File: config.mk
export PLATFORM = sky130hd
export DESIGN_NAME = digest_hex_tx
export DESIGN_NICKNAME = d
export VERILOG_FILES = /design/src/rtl/digest_hex_tx.sv
export SDC_FILE = /design/constraint.sdc
export NUM_CORES = 1
export LEC_CHECK = 0
export BUFFER_PORTS_ARGS = -buffer_cell sky130_fd_sc_hd__buf_2
export CAP_MARGIN = 20
export CORE_MARGIN = 2
export CORE_UTILIZATION = 50
export DETAILED_ROUTE_END_ITERATION = 7
export PLACE_DENSITY = 0.71
export SKIP_CTS_REPAIR_TIMING = 1
export SYNTH_ARGS = -nofsm -noshare
export SYNTH_HDL_FRONTEND = slang
export SYNTH_SLANG_ARGS = --single-unit
File: constraint.sdc
create_clock -name clk -period 6 [get_ports clk]
set_input_delay 0.6 -clock clk [delete_from_list [all_inputs] [get_ports clk]]
set_output_delay 0.6 -clock clk [all_outputs]
set_load 0.01 [all_outputs]
File: src/rtl/digest_hex_tx.sv
// Captures one W-byte digest from the data manager and replays it as ASCII hex
// over a valid/ready byte stream, optionally terminated by a newline.
module digest_hex_tx #(
  parameter int unsigned W       = 32,
  parameter bit          NEWLINE = 1'b1,
  parameter bit          UPPER   = 1'b0
) (
  input  logic       clk,
  input  logic       rst,
  input  logic [7:0] din,
  input  logic       din_valid,
  input  logic       din_end,
  output logic [7:0] tx_data,
  output logic       tx_valid,
  input  logic       tx_ready,
  output logic       busy,
  output logic       overrun,
  output logic       length_err,
  input  logic       clr_err
);

  localparam int unsigned BW = (W > 1) ? $clog2(W) : 1;
  localparam int unsigned CW = BW + 1;
  localparam logic [BW-1:0] LAST_BYTE = BW'(W - 1);
  localparam logic [CW-1:0] LAST_CHR  = CW'(2 * W - 1);

  typedef enum logic [1:0] {S_IDLE, S_CAPTURE, S_SEND, S_NL} state_t;

  state_t          r_state, w_state_nxt;
  logic [7:0]      r_buf [W];
  logic [BW-1:0]   r_wr_idx;
  logic [CW-1:0]   r_chr_idx;
  logic            r_skip, w_skip_nxt;
  logic            r_overrun, r_length_err;
  logic            r_tx_valid;
  logic [7:0]      r_tx_data;

  logic            w_wr_en, w_start, w_adv, w_set_len, w_set_ovr;
  logic [BW-1:0]   w_wr_addr;
  logic [CW-1:0]   w_nxt_chr;
  logic [7:0]      w_nxt_byte, w_first_byte;
  logic [3:0]      w_nxt_nib;

  function automatic logic [7:0] hex(input logic [3:0] n);
    if (n < 4'd10) return 8'h30 + {4'h0, n};
    else           return (UPPER ? 8'h41 : 8'h61) + {4'h0, n} - 8'd10;
  endfunction

  assign w_wr_addr    = (r_state == S_IDLE) ? '0 : r_wr_idx;
  assign w_nxt_chr    = r_chr_idx + CW'(1);
  assign w_nxt_byte   = r_buf[w_nxt_chr[CW-1:1]];
  assign w_nxt_nib    = w_nxt_chr[0] ? w_nxt_byte[3:0] : w_nxt_byte[7:4];
  // A single-byte digest starts sending in the cycle its only byte arrives.
  assign w_first_byte = (W == 1) ? din : r_buf[0];

  always_ff @(posedge clk) begin
    if (rst) r_state <= S_IDLE;
    else     r_state <= w_state_nxt;
  end

  always_comb begin
    w_state_nxt = r_state;
    w_skip_nxt  = r_skip;
    w_wr_en     = 1'b0;
    w_start     = 1'b0;
    w_adv       = 1'b0;
    w_set_len   = 1'b0;
    w_set_ovr   = 1'b0;
    if (din_valid && din_end) w_skip_nxt = 1'b0;
    case (r_state)
      S_IDLE: begin
        if (din_valid && !r_skip) begin
          if (W == 1) begin
            w_wr_en = 1'b1;
            if (din_end) begin
              w_state_nxt = S_SEND;
              w_start     = 1'b1;
            end else begin
              w_set_len  = 1'b1;
              w_skip_nxt = 1'b1;
            end
          end else if (din_end) begin
            w_set_len = 1'b1;
          end else begin
            w_wr_en     = 1'b1;
            w_state_nxt = S_CAPTURE;
          end
        end
      end
      S_CAPTURE: begin
        if (din_valid) begin
          w_wr_en = 1'b1;
          if (din_end) begin
            if (r_wr_idx == LAST_BYTE) begin
              w_state_nxt = S_SEND;
              w_start     = 1'b1;
            end else begin
              w_set_len   = 1'b1;
              w_state_nxt = S_IDLE;
            end
          end else if (r_wr_idx == LAST_BYTE) begin
            w_set_len   = 1'b1;
            w_skip_nxt  = 1'b1;
            w_state_nxt = S_IDLE;
          end
        end
      end
      S_SEND: begin
        if (din_valid) begin
          w_set_ovr = 1'b1;
          if (!din_end) w_skip_nxt = 1'b1;
        end
        if (r_tx_valid && tx_ready) begin
          if (r_chr_idx == LAST_CHR) w_state_nxt = NEWLINE ? S_NL : S_IDLE;
          else                       w_adv = 1'b1;
        end
      end
      S_NL: begin
        if (din_valid) begin
          w_set_ovr = 1'b1;
          if (!din_end) w_skip_nxt = 1'b1;
        end
        if (r_tx_valid && tx_ready) w_state_nxt = S_IDLE;
      end
      default: w_state_nxt = S_IDLE;
    endcase
  end

  always_ff @(posedge clk) begin
    if (w_wr_en) r_buf[w_wr_addr] <= din;
  end

  always_ff @(posedge clk) begin
    if (rst) begin
      r_wr_idx     <= '0;
      r_chr_idx    <= '0;
      r_skip       <= 1'b0;
      r_overrun    <= 1'b0;
      r_length_err <= 1'b0;
      r_tx_valid   <= 1'b0;
      r_tx_data    <= '0;
    end else begin
      r_tx_valid <= (w_state_nxt == S_SEND) || (w_state_nxt == S_NL);
      if (w_start) begin
        r_chr_idx <= '0;
        r_tx_data <= hex(w_first_byte[7:4]);
      end else if (w_adv) begin
        r_chr_idx <= w_nxt_chr;
        r_tx_data <= hex(w_nxt_nib);
      end else if (r_state == S_SEND && w_state_nxt == S_NL) begin
        r_tx_data <= 8'h0A;
      end
      if (w_state_nxt != S_CAPTURE) r_wr_idx <= '0;
      else if (w_wr_en)             r_wr_idx <= (r_state == S_IDLE) ? BW'(1) : r_wr_idx + BW'(1);
      r_skip <= w_skip_nxt;
      // Set events are applied after the clear so they win in the same cycle.
      if (clr_err) begin
        r_overrun    <= 1'b0;
        r_length_err <= 1'b0;
      end
      if (w_set_ovr) r_overrun    <= 1'b1;
      if (w_set_len) r_length_err <= 1'b1;
    end
  end

  assign tx_data    = r_tx_data;
  assign tx_valid   = r_tx_valid;
  assign busy       = (r_state != S_IDLE);
  assign overrun    = r_overrun;
  assign length_err = r_length_err;

endmodule

==> key figures <==
Status
  • Status: finished clean

STA
  • Slew Limit Headroom: 29.82%
  • Final setup violating endpoints: 0
  • Final Hold Viols: 0
  • Setup TNS: 0 ps
  • Clock skew: 13.77 ps
  • Post-layout worst setup margin: 1957 ps
  • RSZ-0062 raised after global routing: false
  • Worst-margin pin slew: 1046 ps
  • Slew Viols, Final: 0
  • Fmax: 0.2473 GHz
  • Tcrit/Tclk final: 67.38%
  • Minimum clock period: 4043 ps

Synthesis
  • Async S/R FF share, synth: 0%
  • Post-Synthesis Cells: 629
  • EDFF count, synth: 256
  • Mapped Area: 11380 µm²
  • Mapped Nets: 649
  • Netlist cell types: 64
  • Seq/Total Area, Yosys: 71.62%
  • Synth Warn #: 0
  • Synth Area per Inst: 18.09 µm²
  • Post-synth top flop: edfxtp_1
  • Yosys reg bits: 279

Critical path
  • Crit-path max FO: 24
  • Startpoint types: flip-flop
  • Launch point of the worst path: r_chr_idx[0]
  • Reg2Reg Launch Point: r_chr_idx[0]
  • Crit path required time: 6430 ps
  • Setup crit end kind: flip-flop
  • CP endpoint: tx_data[4]
  • R2R depth: 13
  • Data arrival, critical path: 4470 ps
  • Kind of critical path: flip-flop to flip-flop
  • Flop2flop setup slack: 1960 ps
  • Crit Reg-Reg Endpoint: tx_data[4]

Floorplan
  • Die height: 154.8 µm
  • Top Ports: 26
  • Die area: 23970 µm²
  • Starting density of the core: 50.55%
  • Die W: 154.8 µm
  • Core area: 22500 µm²
  • Row count: 55

Global routing
  • Vias in the first global route: 5906
  • First-pass GRT wire length: 35420 µm
  • Initial antenna violation count: 0
  • Grt ovf: 0
  • Largest net degree at the start of global routing: 48
  • Total GRT Usage: 19.84%

Detailed routing
  • DR DRC count: 0
  • First-pass DRT Iterations: 6
  • WL final: 23130 µm
  • Vias per cell: 6.134
  • Initial DRC count: 656
  • DR vias: 5889
  • Final ANT Viol Nets: 0
  • Wire per inst: 24.09 µm

Clock network
  • Clk Latency, worst-skew pair: 530 ps
  • CTS Buf Count: 27
  • CTS Buffer Depth: 3
  • CTS tree: yes
  • H-tree levels: 1
  • Clock sink count: 279
  • Clk Tree Root Cell: clkbuf_16
  • Clock slew at reported path FFs: 70 ps

Finish
  • Fin area: 12520 µm²
  • Post-Route Utilization: 55.62%
  • Fin cells: 960
  • Commonest cells after routing, fill and taps aside: edfxtp_1 (256), nor2_1 (70), mux4_2 (61)
  • Fraction of layout cells with a size suffix above 1: 21.04%
  • Commonest non-fill, non-tap cell in the layout: edfxtp_1
  • N_diodes: 0
  • P&R area growth vs syn: 10.03%
  • FILL cells: 1655
  • Final #Nets: 675

Run
  • MaxCap Viol Count: 0

Placement
  • Cell area after placement: 11650 µm²
  • Placed cells: 911
  • Final HPWL DP: 14680 µm
  • Post-Place Setup Slack: 1989 ps
  • GP Congestion: 0.9017
  • PortBufs: 24

Pwr
  • Pleak: 3.888 nW
  • Worst vdd ir: 0.1720 mV
  • Pwr dens: 307.7 nW/µm²

Min path
  • Worst min path class: input port to flip-flop
==> through the flow <==
step,power (mW),hold WS [ps]
after global routing,3.955,345.2
final,3.851,350.2
after global placement,2.237,439.9
after CTS,3.878,329.9
after detailed placement,2.241,444.3
after floorplan,2.199,469.7
==> power by group <==
group          switching [mW]  total, mW  internal, mW
registers             0.00397       2.13          2.13
logic                  0.0538     0.0708        0.0171
clock network           0.693       1.65         0.958
total                   0.751       3.85          3.10
==> cell type report <==
cell class              count  area (µm²)  share of cell area [%]
clock buffers              32       694.4                   5.548
clock inverters            17       170.2                   1.359
inverters                   9       33.78                  0.2699
multi-input cells         311        2972                   23.74
flip-flops and latches    279        8148                   65.09
well taps                 285       356.6                   2.849
repair buffers             27       142.6                   1.140
==> worst max-delay path: stages, from the launching register on <==
cell	delay [ps]
dfxtp_1	590
ha_4	270
xor2_4	620
buf_4	480
mux4_2	360
a221oi_1	360
o21ai_0	160
and4_1	320
inv_1	90
ha_1	170
inv_1	40
a21oi_1	120
nor2_1	70
a311oi_1	270
==> cell usage after synthesis (3+ instances only) <==
library cell | count | share of area [%]
a211oi_1 | 4 | 0.26
a21oi_1 | 14 | 0.62
a221oi_1 | 3 | 0.23
a22oi_1 | 12 | 0.79
a31oi_1 | 4 | 0.22
and2_1 | 4 | 0.22
and4_1 | 3 | 0.23
buf_2 | 4 | 0.18
buf_4 | 10 | 0.66
buf_6 | 5 | 0.49
clkbuf_1 | 7 | 0.23
dfxtp_1 | 23 | 4.0
edfxtp_1 | 256 | 68
ha_1 | 6 | 0.66
inv_1 | 9 | 0.30
mux2i_1 | 7 | 0.62
mux4_2 | 61 | 12
nand2_1 | 31 | 1.0
nand2b_1 | 3 | 0.16
nand3_1 | 12 | 0.53
nand3b_1 | 7 | 0.46
nand4_1 | 3 | 0.16
nor2_1 | 70 | 2.3
o211ai_1 | 3 | 0.20
o21ai_0 | 10 | 0.44
xnor2_1 | 5 | 0.38
xor2_1 | 6 | 0.46
==> registers in the layout, indices dropped and copies added (netlist names) <==
| signal | cells |
|---|---|
| length_err | 1 |
| overrun | 1 |
| r_buf | 256 |
| r_chr_idx | 6 |
| r_skip | 1 |
| r_state | 2 |
| r_wr_idx | 5 |
| tx_data | 7 |
==> worst min-delay path by stage <==
stage | cells past startpoint | slack, ps | to | startpoint
6_report | 2 | 350 | r_skip | din_end
2_1_floorplan | 2 | 470 | r_wr_idx[4] | r_wr_idx[4]
4_1_cts | 2 | 330 | r_skip | din_end
5_1_grt | 2 | 350 | r_skip | din_end
3_3_place_gp | 2 | 440 | length_err | length_err
3_5_place_dp | 2 | 440 | length_err | length_err
==> per-layer routing <==
layer  global-route usage, %  vias up  wire [µm]
met3                   3.530       60       1734
met4                   7.496        0        849
met5                       0        -          0
met2                   31.29      272      10990
met1                   28.10     2986       9558
li1                        -     2571          -
==> cell families (layout without fill, tap and decap cells) <==
kind of cell,Yosys count,after routing,synth area share [%]
compound gates,71,71,4.422
xor+xnor,14,14,1.375
fa+ha+maj,6,6,0.6599
buf+inv,39,85,2.365
flops,279,279,71.62
mux,72,72,13.47
other cells,1,1,0.03296
simple gates,147,147,6.049
No activity file was read; power rests on OpenSTA's default activity.
